`src/rtl/bounce_generator.sv`:
```
// Switch-bounce emulator: turns a clean level change into a burst of
// pseudo-random toggles on sw_out, then settles to the new level and
// holds it for a quiet period before another burst may begin.
module bounce_generator #(
   parameter int          CLK_FREQ    = 100_000_000,
   parameter real         BOUNCE_TIME = 0.005,
   parameter int          MIN_GAP     = 64,
   parameter int          GAP_BITS    = 12,
   parameter int          HOLD_CYC    = 1000,
   parameter logic [15:0] SEED        = 16'hACE1
) (
   input  logic       clk,
   input  logic       reset,
   input  logic       en,
   input  logic       level_in,
   output logic       sw_out,
   output logic       busy,
   output logic [7:0] toggles
);

   // Last cycle index of the bounce window, counted from the burst start edge.
   localparam int W_MAX  = $rtoi(CLK_FREQ * BOUNCE_TIME) - 1;
   localparam int WIN_W  = (W_MAX > 0) ? $clog2(W_MAX + 1) : 1;
   localparam int GAP_W  = GAP_BITS + 1;
   localparam int HOLD_W = (HOLD_CYC > 0) ? $clog2(HOLD_CYC + 1) : 1;

   // An all-zero seed would lock the LFSR, so it is replaced by 1.
   localparam logic [15:0] SEED_EFF  = (SEED == 16'h0000) ? 16'h0001 : SEED;
   localparam logic [15:0] LFSR_MASK = 16'hB400;

   typedef enum logic [1:0] {
      ST_IDLE   = 2'd0,
      ST_BOUNCE = 2'd1,
      ST_HOLD   = 2'd2
   } state_t;

   state_t              state_reg, state_next;
   logic [15:0]         lfsr_reg, lfsr_next;
   logic                level_q_reg, level_q_next;
   logic                target_reg, target_next;
   logic                sw_out_reg, sw_out_next;
   logic                busy_reg, busy_next;
   logic [7:0]          toggles_reg, toggles_next;
   logic [WIN_W-1:0]    win_cnt_reg, win_cnt_next;
   logic [GAP_W-1:0]    gap_cnt_reg, gap_cnt_next;
   logic [HOLD_W-1:0]   hold_cnt_reg, hold_cnt_next;
   logic [GAP_W-1:0]    gap_load;

   // Galois LFSR, right-shifting: the bit falling out of position 0 is
   // folded back into every tap of the mask.
   for (genvar gi = 0; gi < 16; gi++) begin : g_lfsr
      if (gi == 15) begin : g_top
         assign lfsr_next[gi] = LFSR_MASK[gi] & lfsr_reg[0];
      end else begin : g_mid
         assign lfsr_next[gi] = lfsr_reg[gi+1] ^ (LFSR_MASK[gi] & lfsr_reg[0]);
      end
   end

   // Gap counter reload value: (MIN_GAP + random low bits) - 1, so the
   // next toggle lands exactly MIN_GAP + lfsr[GAP_BITS-1:0] edges later.
   assign gap_load = GAP_W'(MIN_GAP - 1) + {1'b0, lfsr_reg[GAP_BITS-1:0]};

   // State and datapath registers; reset returns everything, including the LFSR seed.
   always_ff @(posedge clk or posedge reset) begin
      if (reset) begin
         state_reg    <= ST_IDLE;
         lfsr_reg     <= SEED_EFF;
         level_q_reg  <= 1'b0;
         target_reg   <= 1'b0;
         sw_out_reg   <= 1'b0;
         busy_reg     <= 1'b0;
         toggles_reg  <= 8'd0;
         win_cnt_reg  <= '0;
         gap_cnt_reg  <= '0;
         hold_cnt_reg <= '0;
      end else begin
         state_reg    <= state_next;
         lfsr_reg     <= lfsr_next;
         level_q_reg  <= level_q_next;
         target_reg   <= target_next;
         sw_out_reg   <= sw_out_next;
         busy_reg     <= busy_next;
         toggles_reg  <= toggles_next;
         win_cnt_reg  <= win_cnt_next;
         gap_cnt_reg  <= gap_cnt_next;
         hold_cnt_reg <= hold_cnt_next;
      end
   end

   // Next-state: disabling aborts to IDLE; otherwise IDLE -> BOUNCE on a
   // level mismatch, BOUNCE -> HOLD when the window expires, HOLD -> IDLE.
   always_comb begin
      state_next = state_reg;
      if (!en) begin
         state_next = ST_IDLE;
      end else begin
         case (state_reg)
            ST_IDLE:   if (level_in != level_q_reg) state_next = ST_BOUNCE;
            ST_BOUNCE: if (win_cnt_reg == '0)       state_next = ST_HOLD;
            ST_HOLD:   if (hold_cnt_reg == '0)      state_next = ST_IDLE;
            default:   state_next = ST_IDLE;
         endcase
      end
   end

   // Output and counter updates for each state; settling takes priority
   // over a toggle that falls due on the same edge.
   always_comb begin
      level_q_next  = level_q_reg;
      target_next   = target_reg;
      sw_out_next   = sw_out_reg;
      busy_next     = busy_reg;
      toggles_next  = toggles_reg;
      win_cnt_next  = win_cnt_reg;
      gap_cnt_next  = gap_cnt_reg;
      hold_cnt_next = hold_cnt_reg;
      if (!en) begin
         level_q_next = level_in;
         sw_out_next  = level_in;
         busy_next    = 1'b0;
      end else begin
         case (state_reg)
            ST_IDLE: begin
               sw_out_next = level_q_reg;
               if (level_in != level_q_reg) begin
                  target_next  = level_in;
                  sw_out_next  = ~sw_out_reg;
                  toggles_next = 8'd1;
                  win_cnt_next = WIN_W'(W_MAX);
                  gap_cnt_next = gap_load;
                  busy_next    = 1'b1;
               end
            end
            ST_BOUNCE: begin
               if (win_cnt_reg == '0) begin
                  sw_out_next   = target_reg;
                  level_q_next  = target_reg;
                  hold_cnt_next = HOLD_W'(HOLD_CYC - 1);
               end else begin
                  win_cnt_next = win_cnt_reg - WIN_W'(1);
                  if (gap_cnt_reg == '0) begin
                     sw_out_next  = ~sw_out_reg;
                     gap_cnt_next = gap_load;
                     if (toggles_reg != 8'hFF) toggles_next = toggles_reg + 8'd1;
                  end else begin
                     gap_cnt_next = gap_cnt_reg - GAP_W'(1);
                  end
               end
            end
            ST_HOLD: begin
               sw_out_next = target_reg;
               if (hold_cnt_reg == '0) begin
                  busy_next = 1'b0;
               end else begin
                  hold_cnt_next = hold_cnt_reg - HOLD_W'(1);
               end
            end
            default: begin
               busy_next = 1'b0;
            end
         endcase
      end
   end

   assign sw_out  = sw_out_reg;
   assign busy    = busy_reg;
   assign toggles = toggles_reg;

endmodule

```
`config.mk`:
```
export PLATFORM = sky130hd
export DESIGN_NAME = bounce_generator
export DESIGN_NICKNAME = d
export VERILOG_FILES = /design/src/rtl/bounce_generator.sv
export SDC_FILE = /design/constraint.sdc
export NUM_CORES = 1
export LEC_CHECK = 0
export BUFFER_PORTS_ARGS = -buffer_cell sky130_fd_sc_hd__buf_4
export CORE_MARGIN = 4
export CORE_UTILIZATION = 35
export CTS_BUF_LIST = sky130_fd_sc_hd__clkbuf_8 sky130_fd_sc_hd__clkbuf_16
export CTS_CLUSTER_DIAMETER = 40
export DETAILED_ROUTE_END_ITERATION = 16
export SYNTH_ARGS = -nofsm -noshare
export SYNTH_HDL_FRONTEND = slang
export SYNTH_SLANG_ARGS = --single-unit
```
`constraint.sdc`:
```
create_clock -name clk -period 5.4 [get_ports clk]
set_input_delay 0.81 -clock clk [delete_from_list [all_inputs] [get_ports clk]]
set_output_delay 0.81 -clock clk [all_outputs]
set_load 0.005 [all_outputs]
```
==> impl_metrics.csv <==
group,metric,value,unit
clocking,cts_tree,"yes",
yosys,synth_most_common_cell,"dfrtp_1",
route,dr.pass1.iters,4,
global_routing,grt_max_degree,73,
critical_path,critPathSlowestCell,"o21ai_2",
cells_and_area,area_growth,12.8,%
route,drt_iter0_drc,325,
clocking,cts_sinks,72,
critical_path,worstPathMaxFanout,26,
clocking,root_buffer,"clkbuf_16",
sta,report.final.setup_viol,0,
clocking,cts_buffers,9,
critical_path,cp_cell_sequence,"inv_1 -> ha_1 -> nand4b_1 -> o21ai_2 -> nor2_1 -> o22a_1",
global_routing,grt_pass1_wl,15600,um
critical_path,cp_data_required_time,5610,ps
cells_and_area,diodes,0,
clocking,cts_resized,0,
die,die_w,115,um
route,routed_wl,8990,um
route,ant_nets,0,
clocking,ctsHoldBuffers,0,
sta,rsz0062_at_grt,"no",
route,drc_errors,0,
yosys,avgSynthCellArea,9.40,um^2
yosys,synthDistinctLibCells,65,
global_routing,antenna_found_initial,0,
route,vias,3342,
yosys,yosysWarnings,0,
min_path,hp-start,"lfsr_reg[12]$_DFF_PP0_",
die,dieArea,0.0133,mm^2
route,viasPerCell,5.68,
yosys,synth_fp_nets,445,
cells_and_area,final_core_utilization,41.2,%
critical_path,cp-start-kind,"register",
yosys,syn_inst,430,
yosys,synth.yosys.seq_area_share,44.8,%
cells_and_area,nets,458,
sta,maxSlewHeadroom,35.9,%
clocking,clk_pin_slew_worst_paths,50,ps
cells_and_area,largest_reg_flops,19,
yosys,synth_area,0.00404,mm^2
critical_path,startpoint,"state_reg[1]$_DFFE_PP0P_",
yosys,yosys_most_used_dff,"dfrtp_1",
clocking,post_cts_buffers,0,
sta,skew,8.23,ps
global_routing,track_usage,14.4,%
yosys,yosysTopAreaCell,"dfrtp_1",
sta,holdWs,358,ps
critical_path,cpPeakStageDelay,890,ps
power,p_per_area,363,mW/mm^2
clocking,h-tree-depth,3,
die,die_h,115,um
outcome,status,"completed",
yosys,synth_top_area_share,39.6,%
placement,gp_congestion,0.798,
power,power.total,1650,uW
sta,setup_tns,0,ps
sta,fin_crit,3080,ps
yosys,synth_commonest_cells,"dfrtp_1, a21oi_1, nor2_1, o21ai_0, nand3_1",
critical_path,crit_buf_inv,1,
critical_path,critPathCaptureType,"register",
clocking,clockBufferDepth,2,
yosys,ys_seq_elements,72,
critical_path,worstSetupPathType,"register to register",
power,cellLeakagePower,0.00178,uW
yosys,synthTopCellsByArea,"dfrtp_1, dfstp_2, a21oi_1, o21ai_0, ha_1",
route,wl_per_cell,15.3,um
cells_and_area,drive_above_1_share,13.2,%
sta,tightest_slew,961,ps
critical_path,cp_top_family,"compound AO/OA/AOI/OAI gates",
die,start_util,36.5,%
critical_path,r2r-start,"state_reg[1]$_DFFE_PP0P_",
die,placementRows,38,
critical_path,cp_data_arrival_time,3280,ps
yosys,synth-edff-count,0,
global_routing,grt_pass1_vias,3178,
sta,max_clock_freq,325,MHz
yosys,async_reset_ff_share,100,%
clocking,insertion_delay,330,ps
min_path,hp-class,"register to register",
sta,hold_violations,0,
sta,fin_crit_sh,57.0,%
placement,hpwl,6080,um
placement,place_ws,2310,ps
flow_run,drv_cap,0,
power,peakVddDrop,199,uV
die,core,0.0111,mm^2
placement,numPortBuffers,13,
sta,slew_violations,0,
die,io_pins,14,
global_routing,overflow,0,
sta,setup_slack,2320,ps
-- worst paths after layout --
check	to	depth (start not counted)	slack [ps]
max in group asynchronous	win_cnt_reg[15]$_DFFE_PP0P_	3	4020
worst min-delay path	lfsr_reg[11]$_DFF_PP1_	0	360
worst max register to register	gap_cnt_reg[12]$_DFFE_PP0P_	6	2320
worst min register to register	lfsr_reg[11]$_DFF_PP1_	0	360
min in group asynchronous	hold_cnt_reg[8]$_DFFE_PP0P_	3	750
worst max-delay path	gap_cnt_reg[12]$_DFFE_PP0P_	6	2320
-- report_power, final --
| part | internal, uW | switching (uW) |
|---|---|---|
| combinational | 140 | 238 |
| sequential | 616 | 96.2 |
| clock | 350 | 216 |
| total | 1100 | 550 |
-- stage by stage --
stage               instance area, um^2  cells
global route                       4560    588
detailed placement                 4280    572
floorplan                          4040    430
CTS                                4560    588
global placement                   4280    572
finish                             4560    588
-- per-layer routing --
metal	routed length, um	GRT usage (%)	vias up
met4	112	5.09	0
met5	0	0	-
li1	-	-	1661
met3	319	3.55	12
met1	4370	19.4	1622
met2	4200	22.6	47
-- layout by cell type (no fill, tap or decap), types with 3 or more instances in the layout --
cell / synthesis / final
o31ai_1: 12 / 12
o211ai_1: 3 / 3
inv_1: 20 / 22
a41oi_1: 5 / 5
or4_1: 11 / 11
dfstp_2: 8 / 8
a211oi_1: 6 / 6
or3_1: 11 / 11
nor3_1: 17 / 17
nor4_1: 8 / 8
dfrtp_1: 64 / 64
a21o_1: 6 / 6
clkbuf_16: 0 / 9
xor2_1: 11 / 11
nand2b_1: 6 / 6
a21oi_1: 37 / 37
o21ai_0: 29 / 29
buf_4: 0 / 16
a31oi_1: 9 / 9
xnor2_1: 4 / 4
clkinv_2: 0 / 3
nor2_1: 30 / 30
and3_1: 4 / 4
a22oi_1: 3 / 3
nand2_1: 20 / 20
nand4_1: 4 / 4
ha_1: 11 / 11
nor3b_1: 3 / 3
nand3_1: 21 / 21
o22a_1: 3 / 3
o21ai_1: 8 / 8
-- cell families after synthesis --
group / after synthesis / synth area share [%]
mux: 2 / 0.526
simple gates: 151 / 21.1
fa+ha+maj: 11 / 3.41
buf+inv: 35 / 3.37
compound gates: 144 / 23.5
flops: 72 / 44.8
xor+xnor: 15 / 3.25
-- area by class of cell --
cell class              count  area, um^2
fillers                  1095        6520
multi-input cells         323        2090
flip-flops and latches     72        1810
clock buffers               9         225
well taps                 140         175
repair buffers             16         120
inverters                  21        78.8
clock inverters             7        56.3
-- worst register-to-register path, cell delays in order, from the launching register on --
cell	delay [ps]
dfrtp_1	400
inv_1	110
ha_1	690
nand4b_1	490
o21ai_2	890
nor2_1	130
o22a_1	240
Note: power is estimated with default switching activity, not from simulation.
